## config.mk

```make
export PLATFORM = sky130hd
export DESIGN_NAME = clock_gate_ctrl
export DESIGN_NICKNAME = d
export VERILOG_FILES = /design/src/rtl/clock_gate_ctrl.sv
export SDC_FILE = /design/constraint.sdc
export NUM_CORES = 1
export LEC_CHECK = 0
export ABC_AREA = 1
export BUFFER_PORTS_ARGS = -buffer_cell sky130_fd_sc_hd__buf_2
export CAP_MARGIN = 20
export CORE_MARGIN = 2
export CORE_UTILIZATION = 55
export CTS_BUF_LIST = sky130_fd_sc_hd__clkbuf_4
export DETAILED_ROUTE_END_ITERATION = 10
export GPL_TIMING_DRIVEN = 1
export PLACE_DENSITY = 0.74
export SLEW_MARGIN = 30
export SYNTH_ARGS = -nofsm -noshare
export SYNTH_HDL_FRONTEND = slang
export SYNTH_SLANG_ARGS = --single-unit
```

## constraint.sdc

```tcl
create_clock -name clk -period 2 [get_ports clk]
set_input_delay 0 -clock clk [delete_from_list [all_inputs] [get_ports clk]]
set_output_delay 0 -clock clk [all_outputs]
set_load 0.05 [all_outputs]
```

## src/rtl/clock_gate_ctrl.sv

```systemverilog
// clock_gate_ctrl: sequences a BUFGCE enable from level-sensitive clock demand, with wake delay, idle hold-off and enabled-cycle count
// ports: clk/resetn (async active-low); req|force_on = demand; clr_count clears gated_cycles;
//        en -> clock_gate.en; ack = gated clock valid; state OFF/WAKE/ON/HOLD = 0..3; gated_cycles saturating
module clock_gate_ctrl #(
  parameter int unsigned WAKE_CYCLES = 2,
  parameter int unsigned IDLE_CYCLES = 16,
  parameter int unsigned CNT_W       = 32
) (
  input  logic             clk,
  input  logic             resetn,
  input  logic             req,
  input  logic             force_on,
  input  logic             clr_count,
  output logic             en,
  output logic             ack,
  output logic [1:0]       state,
  output logic [CNT_W-1:0] gated_cycles
);
  typedef enum logic [1:0] {OFF = 2'd0, WAKE = 2'd1, ON = 2'd2, HOLD = 2'd3} state_t;
  localparam logic [15:0] WAKE_LD = 16'(WAKE_CYCLES != 0 ? WAKE_CYCLES - 1 : 0);
  localparam logic [15:0] IDLE_LD = 16'(IDLE_CYCLES != 0 ? IDLE_CYCLES - 1 : 0);
  localparam state_t      WAKE_TO = WAKE_CYCLES != 0 ? WAKE : ON;
  // release target: HOLD keeps the clock running, OFF drops it at once
  localparam state_t      REL_TO  = IDLE_CYCLES != 0 ? HOLD : OFF;
  localparam logic        REL_RUN = IDLE_CYCLES != 0;
  state_t      cur, nxt;
  logic [15:0] cnt, cnt_nxt;
  logic        en_nxt, ack_nxt, demand;
  assign demand = req | force_on;
  assign state  = cur;
  always_comb begin
    nxt     = cur;
    cnt_nxt = cnt;
    en_nxt  = en;
    ack_nxt = ack;
    unique case (cur)
      OFF:
        if (demand) begin
          nxt     = WAKE_TO;
          cnt_nxt = WAKE_LD;
          en_nxt  = 1'b1;
          ack_nxt = WAKE_CYCLES == 0;
        end
      WAKE:
        if (cnt != 16'd0) cnt_nxt = cnt - 16'd1;
        else if (demand) begin
          nxt     = ON;
          ack_nxt = 1'b1;
        end else begin
          nxt     = REL_TO;
          cnt_nxt = IDLE_LD;
          en_nxt  = REL_RUN;
          ack_nxt = REL_RUN;
        end
      ON:
        if (!demand) begin
          nxt     = REL_TO;
          cnt_nxt = IDLE_LD;
          en_nxt  = REL_RUN;
          ack_nxt = REL_RUN;
        end
      HOLD:
        if (demand) nxt = ON;
        else if (cnt != 16'd0) cnt_nxt = cnt - 16'd1;
        else begin
          nxt     = OFF;
          en_nxt  = 1'b0;
          ack_nxt = 1'b0;
        end
    endcase
  end
  always_ff @(posedge clk or negedge resetn)
    if (!resetn) begin
      cur <= OFF;
      cnt <= '0;
      en  <= 1'b0;
      ack <= 1'b0;
    end else begin
      cur <= nxt;
      cnt <= cnt_nxt;
      en  <= en_nxt;
      ack <= ack_nxt;
    end
  always_ff @(posedge clk or negedge resetn)
    if (!resetn) gated_cycles <= '0;
    else gated_cycles <= clr_count ? '0 : (en && !(&gated_cycles)) ? gated_cycles + 1'b1 : gated_cycles;
endmodule

```

==> qor.tcl <==
set qor(max_freq_mhz) 553
set qor(worst_skew_pair.late_latency_ns) 0.38
set qor(max-slew-margin-rel_pct) 46.9
set qor(clock_tree.buffer_depth) 2
set qor(crit_fanout) 12
set qor(final.fill_count) 663
set qor(std_cell_rows) 30
set qor(synth-edff-count) 0
set qor(cell_variety_after_synth) 27
set qor(post-layout-total-power_mw) 4.94
set qor(flip_flop_and_latch_count_after_synthesis) 52
set qor(tritoncts) {built}
set qor(syn2layout_area_growth_pct) 11.4
set qor(finish.instance_area_um2) 4380
set qor(reg2regPathDepth) 10
set qor(die-area_um2) 7840
set qor(hold_depth) 6
set qor(post_synth_instance_area_um2) 3930
set qor(final_min_period_over_clock_period_pct) 90.4
set qor(grt_start_max_net_pins) 41
set qor(dp_hpwl_mm) 7.27
set qor(hold_path_end) {state[0]}
set qor(reg2reg_slack_ns) 0.19
set qor(synth_area_leaders) {dfrtp_1 (33%), nand2_1 (24%), nor2_1 (8.9%)}
set qor(wl_mm) 9.59
set qor(worstSetupStartpointType) {flop}
set qor(top_level_ports) 41
set qor(sum_of_negative_setup_slack_ns) 0
set qor(synth_sequential_area_ratio_pct) 33.1
set qor(layout-drive-gt1-share_pct) 14.5
set qor(numClockSinks) 52
set qor(starting_utilization_of_the_core_area_pct) 57.2
set qor(placed_cells_incl_taps) 755
set qor(reg2reg_capture_point) {cnt[14]}
set qor(final_cell_count_no_fill) 765
set qor(setup.worst_path.end_class) {flop}
set qor(pre_cts_ws_ns) 0.145
set qor(grt_usage_pct) 26.6
set qor(width_of_the_chip_um) 88.5
set qor(asyncSetResetFlopFracSynth_pct) 100
set qor(routed_wire_length_per_instance_um) 12.5
set qor(syn-instance-count) 618
set qor(timing.final.setup_violations) 0
set qor(worst-endpoint-arrival_ns) 2.08
set qor(synth.cells.most_frequent) {nand2_1 (256), nor2_1 (93), nand3_1 (67)}
set qor(placement.cell_area_um2) 4270
set qor(clockRootBuffer) {clkbuf_4}
set qor(via_count) 3990
set qor(grt_pass1_wl_mm) 16.7
set qor(synth_top_area_cell) {dfrtp_1}
set qor(cts_buffers) 5
set qor(finalWorstPathRequiredPeriod_ns) 1.81
set qor(fp.coreArea_um2) 6870
set qor(yosys.area.top_type_share_pct) 33.1
set qor(postCtsSetupBuffers) 0
set qor(floorplan.die.height_um) 88.5
set qor(min-delay-start) {req}
set qor(viasPerCell) 5.22
set qor(critical_path_required_ns) 2.27
set qor(post-route-util_pct) 63.7
set qor(net_count_after_synthesis) 630
set qor(maxSlewViolCount) 0
set qor(slew_worst_pin_ns) 0.797
set qor(number_of_global_route_vias_before_repair) 3856
set qor(yosysMostFrequentCell) {nand2_1}
set qor(clock-skew-final_ns) 0.0211
set qor(1st_iter_drt_viols) 204
set qor(setup_slack_ns) 0.193
set qor(dr.pass1.iters) 5
set qor(worst_ir_drop_vdd_uv) 799
set qor(antenna_violating_nets_post_route) 0
set qor(ys_dominant_reg_cell) {dfrtp_1}
set qor(htree_num_levels) 2
set qor(yosysWarnings) 0
set qor(design.final.nets) 680
set qor(antenna-diode-count) 0
set qor(place.port_buffers) 40
set qor(result_of_the_run) {complete, no violations}
set qor(path_clk_slew_ns) 0.16
set qor(holdCritPathClass) {in -> reg}
set qor(drc) 0
set qor(power.leakage_nw) 2.32
set qor(worstReg2RegStart) {cnt[8]}
set qor(unrepaired_setup_endpoints_after_global_routing) {false}
set qor(initial_antenna_violation_count) 0
set qor(grt.overflow.total) 0
set qor(globalplace.congestion) 0.964
set qor(synth_area_per_cell_um2) 6.36
set qor(final-hold-violation-count) 0
set qor(worst_hold_slack_ns) 0.162
set qor(cap_viol_max_count) 0
set qor(cellPowerDensity_nw_per_um2) 1130
set qor(criticalPathCategory) {reg -> reg}
## timing repair
item	in CTS	in global routing
hold buffers	2	0
endpoints found under the hold margin	34	0
gates resized for setup	0	2
endpoints found under the setup margin	0	15
## cells in the final DEF (no fill, tap or decap)
master	instances
dfrtp_2	2
or2_2	1
nand3_2	1
nor2_2	1
nand3_1	67
dfrtp_1	50
nor2_4	4
o22a_1	1
inv_2	2
o21ai_2	13
clkinv_2	1
nand4_1	5
nor2_1	93
buf_4	14
clkbuf_4	5
inv_8	1
dlygate4sd3_1	2
o211ai_1	1
inv_1	52
o21ai_0	9
nand2_2	7
nand3b_1	6
clkinvlp_4	1
nand2_1	256
buf_12	1
bufinv_16	1
o21ai_1	1
xor2_1	16
xnor2_1	5
nand2_4	2
buf_2	40
ha_1	7
a22oi_1	1
## registers in the layout (all words and copies together), names as in the netlist
register / flops
gated_cycles: 32
cnt: 16
state: 2
ack: 1
en: 1
## report_power, final
group / internal [mW] / switching [mW]
logic: 0.941 / 1.93
clock network: 0.261 / 0.355
registers: 1.23 / 0.222
total: 2.43 / 2.51
## worst max-delay path: stages (launching register included)
cell     delay, ns
dfrtp_1       0.47
nor2_1        0.21
nand2_1       0.09
nor2_2        0.22
nand2_2       0.16
nand2_2       0.11
nand2_2       0.16
nand2_1       0.12
nand2_1       0.05
nand2_1       0.06
nand2_1       0.04
## cell families after synthesis
group	after synthesis	share of synthesized area (%)
xor gates and xnor gates	21	4.68
adders and majority gates	7	2.23
buffers and inverters	69	8.15
DFF	52	33.1
AOI/OAI and AO/OA	26	4.77
and+or+nand+nor	443	47.1
## area by class of cell
| class | count | area, µm² | share of cell area (%) |
|---|---|---|---|
| tap | 96 | 120 | 2.74 |
| timing repair buffer | 57 | 345 | 7.89 |
| inverter | 55 | 214 | 4.89 |
| multi-input combinational | 497 | 2310 | 52.9 |
| sequential | 52 | 1300 | 29.8 |
| clock inverter | 3 | 42.5 | 0.972 |
| clock buffer | 5 | 37.5 | 0.857 |
## metal layers
layer	global-route usage (%)	vias up	part of all wire (%)
li1	-	2041	-
met1	31.1	1807	42
met2	48.3	113	51
met3	3.64	29	4.2
met4	12.1	0	2.9
met5	0	-	0
## how the worst max path moves through the flow
stage	from	to	slack (ns)	cells after the start
after floorplan	gated_cycles[0]	gated_cycles[28]	0.11	11
after global placement	gated_cycles[0]	gated_cycles[31]	0.21	11
after detailed placement	gated_cycles[0]	gated_cycles[19]	0.14	11
after CTS	gated_cycles[0]	gated_cycles[19]	0.14	11
after global routing	cnt[8]	cnt[12]	0.01	10
final	cnt[8]	cnt[14]	0.19	10
No activity file was read; power rests on OpenSTA's default activity.
